File: config.mk
export PLATFORM = sky130hd
export DESIGN_NAME = rp_frame_tx
export DESIGN_NICKNAME = d
export VERILOG_FILES = /design/src/rtl/rp_pkg.sv /design/src/rtl/rp_sync_edge.sv /design/src/rtl/rp_frame_tx.sv
export SDC_FILE = /design/constraint.sdc
export NUM_CORES = 1
export LEC_CHECK = 0
export CORE_UTILIZATION = 55
export CTS_CLUSTER_DIAMETER = 30
export CTS_CLUSTER_SIZE = 24
export DETAILED_ROUTE_END_ITERATION = 10
export PLACE_DENSITY_LB_ADDON = 0.12
export SLEW_MARGIN = 20
export SYNTH_ARGS = -nofsm -noshare
export SYNTH_HDL_FRONTEND = slang
export SYNTH_SLANG_ARGS = --single-unit
File: constraint.sdc
create_clock -name CLK_50 -period 5.07 [get_ports CLK_50]
set_input_delay 1.521 -clock CLK_50 [delete_from_list [all_inputs] [get_ports CLK_50]]
set_output_delay 1.521 -clock CLK_50 [all_outputs]
set_load 0.02 [all_outputs]
File: src/rtl/rp_pkg.sv
// rtl/rp_pkg.sv - shared axis codes, frame layout, FSM states and helpers for rp_frame_tx
// RP_FRAME_CKSUM_EN extends the frame to 9 bytes with an XOR checksum byte.
package rp_pkg;

  localparam logic [1:0] AXIS_X = 2'd0;
  localparam logic [1:0] AXIS_Y = 2'd1;
  localparam logic [1:0] AXIS_Z = 2'd2;

  localparam logic [7:0] HEADER_DEFAULT = 8'hA5;

  localparam int BYTE_HDR = 0;
  localparam int BYTE_SEQ = 1;
  localparam int BYTE_XL  = 2;
  localparam int BYTE_XH  = 3;
  localparam int BYTE_YL  = 4;
  localparam int BYTE_YH  = 5;
  localparam int BYTE_ZL  = 6;
  localparam int BYTE_ZH  = 7;

`ifdef RP_FRAME_CKSUM_EN
  localparam int BYTE_CKSUM  = 8;
  localparam int FRAME_BYTES = 9;
`else
  localparam int FRAME_BYTES = 8;
`endif

  localparam int IDX_W   = $clog2(FRAME_BYTES);
  localparam int FRAME_W = FRAME_BYTES * 8;

  typedef enum logic [1:0] {
    IDLE,
    SEND,
    EMPTY
  } state_e;

  typedef struct packed {
    logic [15:0] z;
    logic [15:0] y;
    logic [15:0] x;
  } axes_t;

`ifdef RP_FRAME_CKSUM_EN
  // Covers seq through ZH; the constant header is deliberately left out.
  function automatic logic [7:0] frame_cksum(input axes_t a, input logic [7:0] seq);
    return seq ^ a.x[7:0] ^ a.x[15:8] ^ a.y[7:0] ^ a.y[15:8] ^ a.z[7:0] ^ a.z[15:8];
  endfunction
`endif

endpackage

File: src/rtl/rp_sync_edge.sv
// rtl/rp_sync_edge.sv - N-stage synchroniser for one async input with rise/fall pulses
// Pulses are one CLK wide and come from the last stage against its delayed copy.
module rp_sync_edge #(
  parameter int   N    = 2,
  parameter logic INIT = 1'b0
) (
  input  logic clk_i,
  input  logic rst_i,
  input  logic d_i,
  output logic rise_o,
  output logic fall_o
);

  logic [N-1:0] sync_q;
  logic         last_q;

  always_ff @(posedge clk_i) begin
    if (rst_i) begin
      sync_q <= {N{INIT}};
      last_q <= INIT;
    end else begin
      sync_q <= {sync_q[N-2:0], d_i};
      last_q <= sync_q[N-1];
    end
  end

  assign rise_o = sync_q[N-1] & ~last_q;
  assign fall_o = ~sync_q[N-1] & last_q;

endmodule

File: src/rtl/rp_frame_tx.sv
// rtl/rp_frame_tx.sv - 3-axis frame collector, pending/shadow double buffer and Pi byte serialiser
// Define RP_FRAME_CKSUM_EN to append an XOR checksum byte to each frame.
module rp_frame_tx
  import rp_pkg::*;
#(
  parameter int         SYNC_STAGES = 2,
  parameter logic [7:0] HEADER      = HEADER_DEFAULT
) (
  input  logic        CLK_50,
  input  logic        RST,
  input  logic        sample_valid,
  input  logic [1:0]  sample_axis,
  input  logic [15:0] sample_data,
  input  logic        rp_clk,
  input  logic        rp_cs_n,
  output logic [7:0]  rp_data,
  output logic        rp_data_oe,
  output logic        frame_ready,
  output logic [7:0]  ovf_cnt
);

  localparam logic [IDX_W-1:0] LAST_IDX = IDX_W'(FRAME_BYTES - 1);

  logic clk_rise, cs_rise, cs_fall;
  logic rp_clk_fall_unused;

  rp_sync_edge #(.N(SYNC_STAGES), .INIT(1'b0)) u_sync_clk (
    .clk_i  (CLK_50),
    .rst_i  (RST),
    .d_i    (rp_clk),
    .rise_o (clk_rise),
    .fall_o (rp_clk_fall_unused)
  );

  // chip-select idles high, so its synchroniser resets high to avoid a false assert
  rp_sync_edge #(.N(SYNC_STAGES), .INIT(1'b1)) u_sync_cs (
    .clk_i  (CLK_50),
    .rst_i  (RST),
    .d_i    (rp_cs_n),
    .rise_o (cs_rise),
    .fall_o (cs_fall)
  );

  state_e               state_q, state_d;
  logic [IDX_W-1:0]     idx_q, idx_d;
  logic                 sent_q, sent_d;
  axes_t                col_q, col_d;
  logic [2:0]           mask_q, mask_d;
  axes_t                pend_q, pend_d;
  logic                 pend_full_q, pend_full_d;
  logic [FRAME_W-1:0]   shadow_q, shadow_d;
  logic [7:0]           seq_q, seq_d;
  logic                 frame_ready_q, frame_ready_d;
  logic [7:0]           ovf_q, ovf_d;
  logic [7:0]           data_q, data_d;
  logic                 oe_q, oe_d;
  logic                 complete, promote, clear_ready;

  always_comb begin
    col_d    = col_q;
    mask_d   = mask_q;
    complete = 1'b0;
    if (sample_valid) begin
      case (sample_axis)
        AXIS_X: begin col_d.x = sample_data; mask_d[0] = 1'b1; end
        AXIS_Y: begin col_d.y = sample_data; mask_d[1] = 1'b1; end
        AXIS_Z: begin col_d.z = sample_data; mask_d[2] = 1'b1; end
        default: ;
      endcase
    end
    if (mask_d == 3'b111) begin
      complete = 1'b1;
      mask_d   = 3'b000;
    end
  end

  // Promotion reads the old pending contents, so a frame completing in the same
  // cycle can safely land in pending without counting as an overwrite.
  assign promote = (state_q == IDLE) && pend_full_q && !frame_ready_q;

  always_comb begin
    pend_d        = pend_q;
    pend_full_d   = pend_full_q;
    ovf_d         = ovf_q;
    shadow_d      = shadow_q;
    seq_d         = seq_q;
    frame_ready_d = frame_ready_q;
    if (promote) begin
      pend_full_d                   = 1'b0;
      shadow_d[BYTE_HDR*8 +: 8]     = HEADER;
      shadow_d[BYTE_SEQ*8 +: 8]     = seq_q;
      shadow_d[BYTE_XL*8 +: 8]      = pend_q.x[7:0];
      shadow_d[BYTE_XH*8 +: 8]      = pend_q.x[15:8];
      shadow_d[BYTE_YL*8 +: 8]      = pend_q.y[7:0];
      shadow_d[BYTE_YH*8 +: 8]      = pend_q.y[15:8];
      shadow_d[BYTE_ZL*8 +: 8]      = pend_q.z[7:0];
      shadow_d[BYTE_ZH*8 +: 8]      = pend_q.z[15:8];
`ifdef RP_FRAME_CKSUM_EN
      shadow_d[BYTE_CKSUM*8 +: 8]   = frame_cksum(pend_q, seq_q);
`endif
      seq_d                         = seq_q + 8'd1;
      frame_ready_d                 = 1'b1;
    end
    if (complete) begin
      pend_d      = col_d;
      pend_full_d = 1'b1;
      if (pend_full_q && !promote && (ovf_q != 8'hFF)) begin
        ovf_d = ovf_q + 8'd1;
      end
    end
    if (clear_ready) begin
      frame_ready_d = 1'b0;
    end
  end

  always_comb begin
    state_d     = state_q;
    idx_d       = idx_q;
    sent_d      = sent_q;
    clear_ready = 1'b0;
    unique case (state_q)
      IDLE: begin
        if (cs_fall) begin
          if (frame_ready_q) begin
            state_d = SEND;
            idx_d   = '0;
            sent_d  = 1'b0;
          end else begin
            state_d = EMPTY;
          end
        end
      end
      SEND: begin
        // CS release wins over a coincident strobe; an unfinished read keeps the frame.
        if (cs_rise) begin
          clear_ready = sent_q;
          state_d     = IDLE;
        end else if (clk_rise && !sent_q) begin
          if (idx_q == LAST_IDX) begin
            sent_d = 1'b1;
          end else begin
            idx_d = idx_q + 1'b1;
          end
        end
      end
      EMPTY: begin
        if (cs_rise) begin
          state_d = IDLE;
        end
      end
      default: state_d = IDLE;
    endcase
  end

  always_comb begin
    data_d = 8'h00;
    oe_d   = (state_q != IDLE);
    if ((state_q == SEND) && !sent_q) begin
      data_d = shadow_q[{idx_q, 3'b000} +: 8];
    end
  end

  always_ff @(posedge CLK_50) begin
    if (RST) begin
      state_q       <= IDLE;
      idx_q         <= '0;
      sent_q        <= 1'b0;
      col_q         <= '0;
      mask_q        <= 3'b000;
      pend_q        <= '0;
      pend_full_q   <= 1'b0;
      shadow_q      <= '0;
      seq_q         <= 8'h00;
      frame_ready_q <= 1'b0;
      ovf_q         <= 8'h00;
      data_q        <= 8'h00;
      oe_q          <= 1'b0;
    end else begin
      state_q       <= state_d;
      idx_q         <= idx_d;
      sent_q        <= sent_d;
      col_q         <= col_d;
      mask_q        <= mask_d;
      pend_q        <= pend_d;
      pend_full_q   <= pend_full_d;
      shadow_q      <= shadow_d;
      seq_q         <= seq_d;
      frame_ready_q <= frame_ready_d;
      ovf_q         <= ovf_d;
      data_q        <= data_d;
      oe_q          <= oe_d;
    end
  end

  assign rp_data     = data_q;
  assign rp_data_oe  = oe_q;
  assign frame_ready = frame_ready_q;
  assign ovf_cnt     = ovf_q;

endmodule

==> impl_metrics.ini <==
[worst_setup_path]
cp_num_buf_inv = 2
critPathTopFamily = buffers and inverters
crit_chain = clkdlybuf4s50_1 > mux2_4 > a32oi_4 > nand2_4 > nor2_4 > buf_4 > o22a_1
required_ns = 5.44
slowest_stage = clkdlybuf4s50_1
critPathMaxStageDelay_ns = 0.62
worst_ep_arrival_time_ns = 4.14
path_max_fanout = 29
cp-end-kind = flip-flop
path_class = in -> reg
start_kind = primary input

[clock_network]
cts_tree = done
postCtsHoldBufs = 0
htreeDepth = 4
root_buffer = clkbuf_16
cts_sinks = 195
clk_latency_ns = 0.43
post_cts_buffers = 0
cts_resized = 0
clk_path_buf_depth = 2
numCtsBuffers = 17
clkTransAtPathRegs_ns = 0.07

[sta]
setup_viol = 0
max_clock_freq_ghz = 0.265
slew-limit-headroom_pct = 35.6
finalMaxSlewViolations = 0
fin_tns_setup_ns = 0
grt_setup_unrepaired = false
skew_ns = 0.0122
worst_slack_ns = 1.30
fin_crit_ns = 3.77
finalHoldViolCount = 0
worst_pin_slew_ns = 0.966
period_share_pct = 74.3
whs_ns = 0.418

[global_routing]
grt_pass1_wl_um = 25900
grt.total_usage_pct = 25.3
grt_max_degree = 92
overflow = 0
grt_pass1_vias = 5365
antenna_found_initial = 0

[drt]
drt_iter0_drc = 260
first_pass_iters = 5
avgViaCountPerCell = 5.58
route.detailed.drc = 0
wl_per_cell_um = 16.2
route.vias.total = 5490
postRouteAntennaNets = 0
drt_wl_total_um = 15900

[synthesis]
syn_area_um2 = 7190
synth_cell_types = 48
synth.most_common_cell = nand2_1
synthFlopType = dfxtp_1
yosysSeqAreaShare_pct = 54.3
synth.top_cell.area_share_pct = 54.3
synth_edf_count = 0
syn_inst = 788
async_flop_share_pct = 0
avgSynthCellArea_um2 = 9.12
syn_nets = 817
synth.area.top_cells = dfxtp_1, nand2_1, a21oi_1
netlist.top_cell.by_area = dfxtp_1
ys_ff_latch = 195
ys_warn_count = 0
synth_commonest_cells = nand2_1, dfxtp_1, a21oi_1, o22a_1, clkbuf_1

[floorplanning]
die_h_um = 116
core_area_um2 = 12700
die_area_um2 = 13500
start_util_pct = 56.7
die_w_um = 116
io_pins = 41
rows = 41

[place]
pre_cts_slack_ns = 0.872
place_congestion = 0.772
portBuffers = 40
post-dp-hpwl_um = 10400

[status]
outcome = finished, final reports clean

[flow_run]
maxCapViolations = 0

[pwr]
ir_drop_mv = 0.345
cellLeakagePower_uw = 0.00309
p_total_uw = 3060
power-per-cell-area_nw_per_um2 = 372

[layout]
area_growth_pct = 14.4
layout-drive-gt1-share_pct = 8.00
fin_nets = 828
diodes = 0

[min_path]
hold_class = reg -> reg
-- path summary, 6_finish.rpt --
check                                       from                              to  slack [ns]  cells after the start
setup / recovery                  sample_axis[0]         pend_q[17]$_SDFFE_PP0N_        1.30                      7
hold reg to reg   u_sync_cs.sync_q[0]$_SDFF_PP1_  u_sync_cs.sync_q[1]$_SDFF_PP1_        0.42                      1
setup reg to reg            mask_q[0]$_SDFF_PP0_         pend_q[17]$_SDFFE_PP0N_        2.74                      6
hold / removal    u_sync_cs.sync_q[0]$_SDFF_PP1_  u_sync_cs.sync_q[1]$_SDFF_PP1_        0.42                      1
-- power by group --
| part | switching (uW) | internal (uW) | leakage, uW |
|---|---|---|---|
| clock network | 561 | 816 | 0.000310 |
| logic | 78.7 | 46.2 | 0.00120 |
| registers | 8.54 | 1550 | 0.00158 |
-- placed cells by master, fill, tap and decap left out, types with 8 or more instances in the layout --
cell type        count
nand2_1            222
dfxtp_1            194
a21oi_1            124
o22a_1              48
clkdlybuf4s50_1     39
nor2_1              25
clkbuf_16           17
nor2b_1             13
mux4_2               8
buf_4                8
-- cell type report --
| type | instances | area (um^2) |
|---|---|---|
| flip-flops and latches | 195 | 3910 |
| fillers | 1067 | 4440 |
| well taps | 172 | 215 |
| multi-input cells | 534 | 3020 |
| inverters | 4 | 15.0 |
| clock inverters | 12 | 154 |
| clock buffers | 20 | 467 |
| repair buffers | 47 | 450 |
-- per-stage QoR --
step                      std cells  util [%]  instance area, um^2
after floorplan                 788         -                 7190
after global placement          952      60.0                 7610
after detailed placement        952      60.0                 7610
after CTS                       984      64.9                 8230
after global routing            984      64.9                 8230
final                           984      64.9                 8230
-- worst reg2reg max path, delay by kind of cell (launching register included) --
| family | cells | cell delay, ns |
|---|---|---|
| simple gates | 2 | 0.64 |
| compound gates | 2 | 0.62 |
| buf+inv | 1 | 0.39 |
| flops | 1 | 0.34 |
| mux | 1 | 0.28 |
-- cell families after synthesis --
kind of cell	Yosys count	share of synthesized area, %
muxes	19	4.18
xor gates and xnor gates	11	1.34
DFF	195	54.3
and+or+nand+nor	301	17.8
buffers and inverters	59	3.69
adders and majority gates	6	1.04
AOI/OAI and AO/OA	197	17.6
-- routing by layer --
layer	vias up	wire [um]	track usage, %
met1	2657	7160	31.3
met4	0	144	7.35
li1	2717	-	-
met3	14	590	5.60
met5	-	0	0
met2	102	8010	44.0
-- flip-flops by register name (all words and copies together), names as in the netlist, 2 cells and up --
signal             cells
idx_q                  3
state_q                2
rp_data                8
shadow_q              57
pend_q                48
seq_q                  8
ovf_cnt                8
u_sync_clk.sync_q      2
u_sync_cs.sync_q       2
mask_q                 3
col_q                 48
Power figures use the tool's default switching activity.
